==> src/rtl/sigmoid_pkg.sv <==
// Shared types and defaults for the bf16 sigmoid result path.
package sigmoid_pkg;

    // One buffered sigmoid result plus its end-of-vector tag.
    typedef struct packed {
        logic        last;
        logic [15:0] data;
    } resbuf_entry_t;

    // Default latency of the pipelined sigmoid unit (valid_in -> valid_out).
    localparam int SIGMOID_PIPE_LAT = 5;

endpackage : sigmoid_pkg

==> src/rtl/sigmoid_result_buffer_fifo.sv <==
// bf16_sync_fifo: first-word fall-through synchronous FIFO of resbuf_entry_t.
// A push while full is accepted only when a pop happens in the same cycle.
// Storage is not reset; only pointers and occupancy are.
module bf16_sync_fifo
    import sigmoid_pkg::*;
#(
    parameter int DEPTH = 8
) (
    input  logic                       clk,
    input  logic                       rst,
    input  logic                       push_i,
    input  logic                       pop_i,
    input  resbuf_entry_t              wdata_i,
    output resbuf_entry_t              rdata_o,
    output logic                       full_o,
    output logic                       empty_o,
    output logic [$clog2(DEPTH+1)-1:0] count_o
);

    localparam int PW = $clog2(DEPTH);
    localparam int CW = $clog2(DEPTH+1);

    resbuf_entry_t   mem_q [DEPTH];
    logic [PW-1:0]   wr_ptr_q, wr_ptr_d;
    logic [PW-1:0]   rd_ptr_q, rd_ptr_d;
    logic [CW-1:0]   count_q,  count_d;
    logic            wr_en;
    logic            rd_en;

    assign empty_o = (count_q == '0);
    assign full_o  = (count_q == CW'(DEPTH));
    assign count_o = count_q;
    assign rdata_o = mem_q[rd_ptr_q];

    assign rd_en = pop_i & ~empty_o;
    assign wr_en = push_i & (~full_o | rd_en);

    // Pointer and occupancy next-state; pointers wrap naturally at DEPTH.
    always_comb begin
        wr_ptr_d = wr_ptr_q;
        rd_ptr_d = rd_ptr_q;
        count_d  = count_q;
        if (wr_en) wr_ptr_d = wr_ptr_q + PW'(1);
        if (rd_en) rd_ptr_d = rd_ptr_q + PW'(1);
        case ({wr_en, rd_en})
            2'b10:   count_d = count_q + CW'(1);
            2'b01:   count_d = count_q - CW'(1);
            default: count_d = count_q;
        endcase
    end

    // Control registers with synchronous reset.
    always_ff @(posedge clk) begin
        if (rst) begin
            wr_ptr_q <= '0;
            rd_ptr_q <= '0;
            count_q  <= '0;
        end else begin
            wr_ptr_q <= wr_ptr_d;
            rd_ptr_q <= rd_ptr_d;
            count_q  <= count_d;
        end
    end

    // Entry storage, written without reset.
    always_ff @(posedge clk) begin
        if (wr_en) mem_q[wr_ptr_q] <= wdata_i;
    end

endmodule : bf16_sync_fifo

==> src/rtl/sigmoid_result_buffer.sv <==
// sigmoid_result_buffer: captures every sigmoid result (the pipe has no
// backpressure), tags end-of-vector elements and presents them on a
// valid/ready port. credit_ok tells the issuer whether the FIFO plus the
// elements still in flight leave room for one more launch.
// Optional feature macro: SIGMOID_RESBUF_STATS_EN adds pop/vector counters.
module sigmoid_result_buffer
    import sigmoid_pkg::*;
#(
    parameter int DEPTH    = 8,
    parameter int PIPE_LAT = SIGMOID_PIPE_LAT
) (
    input  logic                       clk,
    input  logic                       rst,
    input  logic                       issue_in,
    output logic                       credit_ok,
    input  logic                       res_valid_in,
    input  logic [15:0]                res_data_in,
    input  logic [15:0]                vec_len,
    output logic                       valid_out,
    input  logic                       ready_in,
    output logic [15:0]                data_out,
    output logic                       last_out,
    output logic [$clog2(DEPTH+1)-1:0] count_out,
`ifdef SIGMOID_RESBUF_STATS_EN
    output logic [31:0]                elem_count_out,
    output logic [31:0]                vec_count_out,
`endif
    output logic                       overflow_out
);

    localparam int IW = $clog2(PIPE_LAT+1);

    logic           push, pop, full, empty, push_acc, drop;
    logic           is_last;
    logic [15:0]    vec_len_eff;
    logic [15:0]    elem_cnt_q, elem_cnt_d;
    logic [IW-1:0]  inflight_q, inflight_d;
    logic           ovf_q, ovf_d;
    logic [31:0]    occupancy;
    resbuf_entry_t  wr_entry, rd_entry;

    assign push     = res_valid_in;
    assign pop      = valid_out & ready_in;
    assign push_acc = push & (~full | pop);
    assign drop     = push & full & ~pop;

    // vec_len of 0 behaves as 1, so every element is a vector end.
    assign vec_len_eff = (vec_len == 16'd0) ? 16'd1 : vec_len;
    assign is_last     = (elem_cnt_q >= (vec_len_eff - 16'd1));
    assign wr_entry    = '{last: is_last, data: res_data_in};

    bf16_sync_fifo #(.DEPTH(DEPTH)) u_fifo (
        .clk     (clk),
        .rst     (rst),
        .push_i  (push),
        .pop_i   (pop),
        .wdata_i (wr_entry),
        .rdata_o (rd_entry),
        .full_o  (full),
        .empty_o (empty),
        .count_o (count_out)
    );

    // Head is masked while empty so stale storage never shows after reset.
    assign valid_out    = ~empty;
    assign data_out     = empty ? 16'd0 : rd_entry.data;
    assign last_out     = ~empty & rd_entry.last;
    assign overflow_out = ovf_q;

    // Credit uses registered occupancy only: no path from ready_in or issue_in.
    assign occupancy = 32'(count_out) + 32'(inflight_q);
    assign credit_ok = (occupancy < 32'(DEPTH));

    // Inflight tracking, last-tag counter and sticky error next-state.
    always_comb begin
        inflight_d = inflight_q;
        elem_cnt_d = elem_cnt_q;
        ovf_d      = ovf_q | drop;
        case ({issue_in, res_valid_in})
            2'b10: begin
                if (inflight_q == IW'(PIPE_LAT)) ovf_d = 1'b1;
                else                             inflight_d = inflight_q + IW'(1);
            end
            2'b01: begin
                if (inflight_q == '0) ovf_d = 1'b1;
                else                  inflight_d = inflight_q - IW'(1);
            end
            default: inflight_d = inflight_q;
        endcase
        if (push_acc) elem_cnt_d = is_last ? 16'd0 : elem_cnt_q + 16'd1;
    end

    // Control state registers.
    always_ff @(posedge clk) begin
        if (rst) begin
            inflight_q <= '0;
            elem_cnt_q <= '0;
            ovf_q      <= 1'b0;
        end else begin
            inflight_q <= inflight_d;
            elem_cnt_q <= elem_cnt_d;
            ovf_q      <= ovf_d;
        end
    end

`ifdef SIGMOID_RESBUF_STATS_EN
    logic [31:0] elem_count_q, vec_count_q;

    // Popped-element and completed-vector counters, wrapping at 2^32.
    always_ff @(posedge clk) begin
        if (rst) begin
            elem_count_q <= '0;
            vec_count_q  <= '0;
        end else if (pop) begin
            elem_count_q <= elem_count_q + 32'd1;
            if (last_out) vec_count_q <= vec_count_q + 32'd1;
        end
    end

    assign elem_count_out = elem_count_q;
    assign vec_count_out  = vec_count_q;
`endif

endmodule : sigmoid_result_buffer

==> config.mk <==
export PLATFORM = sky130hd
export DESIGN_NAME = sigmoid_result_buffer
export DESIGN_NICKNAME = d
export VERILOG_FILES = /design/src/rtl/sigmoid_pkg.sv /design/src/rtl/sigmoid_result_buffer_fifo.sv /design/src/rtl/sigmoid_result_buffer.sv
export SDC_FILE = /design/constraint.sdc
export NUM_CORES = 1
export LEC_CHECK = 0
export ABC_AREA = 1
export ABC_CLOCK_PERIOD_IN_PS = 3140
export BUFFER_PORTS_ARGS = -buffer_cell sky130_fd_sc_hd__buf_4
export CAP_MARGIN = 20
export CORE_AREA = 2 2 140 115
export CTS_CLUSTER_DIAMETER = 40
export DETAILED_ROUTE_END_ITERATION = 8
export DIE_AREA = 0 0 142 117
export PLACE_DENSITY = 0.76
export SLEW_MARGIN = 20
export SYNTH_ARGS = -nofsm -noshare
export SYNTH_HDL_FRONTEND = slang
export SYNTH_HIERARCHICAL = 1
export SYNTH_SLANG_ARGS = --single-unit
==> constraint.sdc <==
create_clock -name clk -period 3.14 [get_ports clk]
set_clock_uncertainty 0.1 [all_clocks]
set_input_delay 0.628 -clock clk [delete_from_list [all_inputs] [get_ports clk]]
set_output_delay 0.628 -clock clk [all_outputs]
set_load 0.1 [all_outputs]
==> metrics.yaml <==
clocking:
  cts_max_path_buffers: 2
  cts_hold_buf: 0
  cts_buffers: 17
  cts_sinks: 169
  root_buffer: "clkbuf_16"
  post_cts_buffers: 0
  cts_tree: "done"
  h-tree-depth: 4
  clkSlewWorstSetupHoldPaths_ps: 60
  clk_latency_ps: 420
  ctsResizeCount: 0
floorplan:
  die_h_um: 117
  core_area_um2: 15340
  io_pins: 61
  die_area_um2: 16610
  start_util_pct: 52.42
  num_rows: 41
  dieWidth_um: 142
min_path:
  min_from: "res_data_in[11]"
  min_path_type: "in -> reg"
  hold_depth: 1
timing:
  drv_slew: 0
  fmax_ghz: 0.3461
  worst_slew_pin_slew_ps: 581.4
  hold_viol_final: 0
  holdWs_ps: 333.9
  tns_ps: 0
  finalCritPeriodShare_pct: 92.02
  relSlewSlack_pct: 61.20
  period_needed_ps: 2889
  setup_viol: 0
power:
  pwr-share-comb_pct: 45.9
  ir_drop_mv: 0.5670
  net-switching-power_mw: 3.995
  p_leak_nw: 3.830
  seqPwrFrac_pct: 31.1
  power_mw: 8.752
  powerDensity_nw_per_um2: 906.4
  internal_power_mw: 4.757
  power.share.switching_pct: 45.65
  clockPowerShare_pct: 23.0
routing:
  routed_wl_um: 16490
  wl_per_cell_um: 15.28
  initialDrtViolationCount: 487
  first_pass_iters: 5
  ant_nets: 0
  post_drt_via_cell_ratio: 5.260
  drc: 0
  num_vias: 5676
logic_synthesis:
  syn_avg_cell_area_um2: 10.43
  synth-seq-area-share_pct: 59.01
  synthCells: 771
  synth_top_cell_by_area: "edfxtp_1"
  yosysUniqueCellTypes: 42
  synth_area_um2: 8040
  synth_warnings: 6
  yosys.area.top_type_share_pct: 50.79
  synth_ff_type: "edfxtp_1"
  synth-async-reset-ratio_pct: 0
  synth_edf_count: 136
  synth_area_leaders: "edfxtp_1, dfxtp_1, nand2_1"
  syn-num-nets: 836
  ys_ff_latch: 169
place:
  dp.final_hpwl_um: 10810
  place.gp.congestion: 0.8220
  place_area_um2: 9056
  place_inst: 1048
  io_buffers: 60
critical_path:
  cp_max_fo: 8
  rrSetupSlack_ps: 500
  r2r_cells: 13
  crit_arrival_ps: 2970
  crit_start: "vec_len[15]"
  endpoint: "u_fifo/mem_q[0][16]"
  path_class: "in -> reg"
  crit_required_ps: 3220
  startpoint_type: "input port"
  r2r_start: "u_fifo/count_o[3]"
  worstReg2RegEnd: "u_fifo/mem_q[4][10]"
  endpoint_kind: "flip-flop"
grt:
  antenna_found_initial: 0
  grt_max_degree: 69
  grt_pass1_vias: 5478
  grt.total_usage_pct: 20.61
  grt_pass1_wl_um: 25990
  grt-ovfl-total: 0
finish:
  final_area_um2: 9656
  diodes: 0
  syn_to_final_growth_pct: 20.09
  final_layout_size_suffix_gt1_share_pct: 22.46
  nets: 939
  instances_no_fill: 1079
outcome:
  outcome: "finished clean"
run:
  cap_violations: 0
==> cells by family (layout without fill, tap and decap cells) <==
| kind of cell | after synthesis | count (layout) | synth area share (%) |
|---|---|---|---|
| and+or+nand+nor | 308 | 308 | 16.54 |
| DFF | 169 | 169 | 59.01 |
| AOI/OAI and AO/OA | 107 | 107 | 7.485 |
| buffers and inverters | 105 | 220 | 5.991 |
| muxes | 35 | 35 | 4.357 |
| adders and majority gates | 28 | 28 | 4.544 |
| xor gates and xnor gates | 19 | 19 | 2.070 |
==> routing by layer <==
| layer | global-route usage [%] | part of all wire, % | up-vias |
|---|---|---|---|
| met1 | 26.14 | 44 | 2654 |
| met2 | 35.97 | 49 | 159 |
| met5 | 0 | 0 | - |
| li1 | - | - | 2844 |
| met3 | 4.557 | 5.8 | 19 |
| met4 | 6.133 | 1.3 | 0 |
==> stage by stage <==
stage                     worst slack (ps)  util [%]
after floorplan                     -59.53         -
after global placement              -85.83     59.04
after detailed placement            -206.5     59.04
after CTS                            106.4     62.79
after global routing                -14.31     62.95
final                                250.5     62.95
==> power by group through the flow <==
stage / Clock [mW] / Combinational [mW] / Sequential [mW]
3_5_place_dp: 0 / 4.01 / 2.76
5_1_grt: 2.14 / 4.29 / 2.74
4_1_cts: 2.04 / 4.03 / 2.72
6_report: 2.01 / 4.02 / 2.72
2_1_floorplan: 0 / 3.09 / 2.90
3_3_place_gp: 0 / 3.97 / 2.76
==> worst max-delay path: stages <==
cell and delay (ps):
buf_4 110, nor2_1 90, nand3_1 80, nor2_1 140, nand4_2 90, and2_1 220
ha_4 180, nand2_4 60, inv_2 30, nand2_2 70, nor2_4 50, nand3_2 60
nor2_1 50, xor2_1 140, inv_1 60, ha_1 260, nand2_1 130, o21ai_1 110
a21oi_2 130, nand2_2 120, buf_12 150
==> state kept, by name, indices dropped and copies added, names as in the netlist, named ones only <==
| name | flops |
|---|---|
| elem_cnt_q | 16 |
| inflight_q | 3 |
| overflow_out | 1 |
| u_fifo/count_o | 4 |
| u_fifo/mem_q | 136 |
| u_fifo/rd_ptr_q | 3 |
| u_fifo/wr_ptr_q | 3 |
==> placed cells by master (no fill, tap or decap), drive strengths merged <==
cell type | Yosys | routed
bufinv | 0 | 2
edfxtp | 136 | 136
o21a | 1 | 1
and2 | 1 | 1
nand4 | 12 | 12
nor2 | 125 | 125
or2 | 1 | 1
mux2i | 35 | 35
xnor2 | 6 | 6
inv | 79 | 83
a211oi | 1 | 1
nor3 | 2 | 2
nand3 | 30 | 30
dfxtp | 33 | 33
o22ai | 34 | 34
fa | 2 | 2
nand2 | 137 | 137
o21bai | 1 | 1
buf | 18 | 109
clkinv | 1 | 6
o21ai | 45 | 45
clkbuf | 7 | 17
xor2 | 13 | 13
a31o | 1 | 1
a31oi | 1 | 1
ha | 26 | 26
a21oi | 23 | 23
clkinvlp | 0 | 3
==> how the worst min path moves through the flow <==
stage,end
after floorplan,flip-flop
after global placement,u_fifo/rd_ptr_q[2]
after detailed placement,u_fifo/rd_ptr_q[2]
after CTS,u_fifo/mem_q[7][11]
after global routing,u_fifo/mem_q[5][12]
final,u_fifo/mem_q[4][11]
==> Yosys cell counts (2+ instances only) <==
library cell    n
nand3_2         3
nor2_4          2
edfxtp_1      136
fa_1            2
a21oi_1        22
nand2_2         4
inv_1          76
nand2_1       130
o22ai_1        34
nor2_2          5
ha_1           26
nand3_1        26
xor2_1         13
buf_6           2
buf_12          3
dfxtp_1        33
inv_2           2
nand4_1        11
nand2_4         3
mux2i_1        35
clkbuf_1        5
clkbuf_2        2
xnor2_1         6
nor2_1        118
buf_2          12
o21ai_0        44
==> final cells by class <==
cell class                      count  area [um^2]
Fill cell                        1169         5683
Sequential cell                   169         4755
Multi-Input combinational cell    497         2939
Timing Repair Buffer              109        843.3
Clock buffer                       17        425.4
Inverter                           80        302.8
Tap cell                          193        241.5
Clock inverter                     14        148.9
No activity file was read; power rests on OpenSTA's default activity.
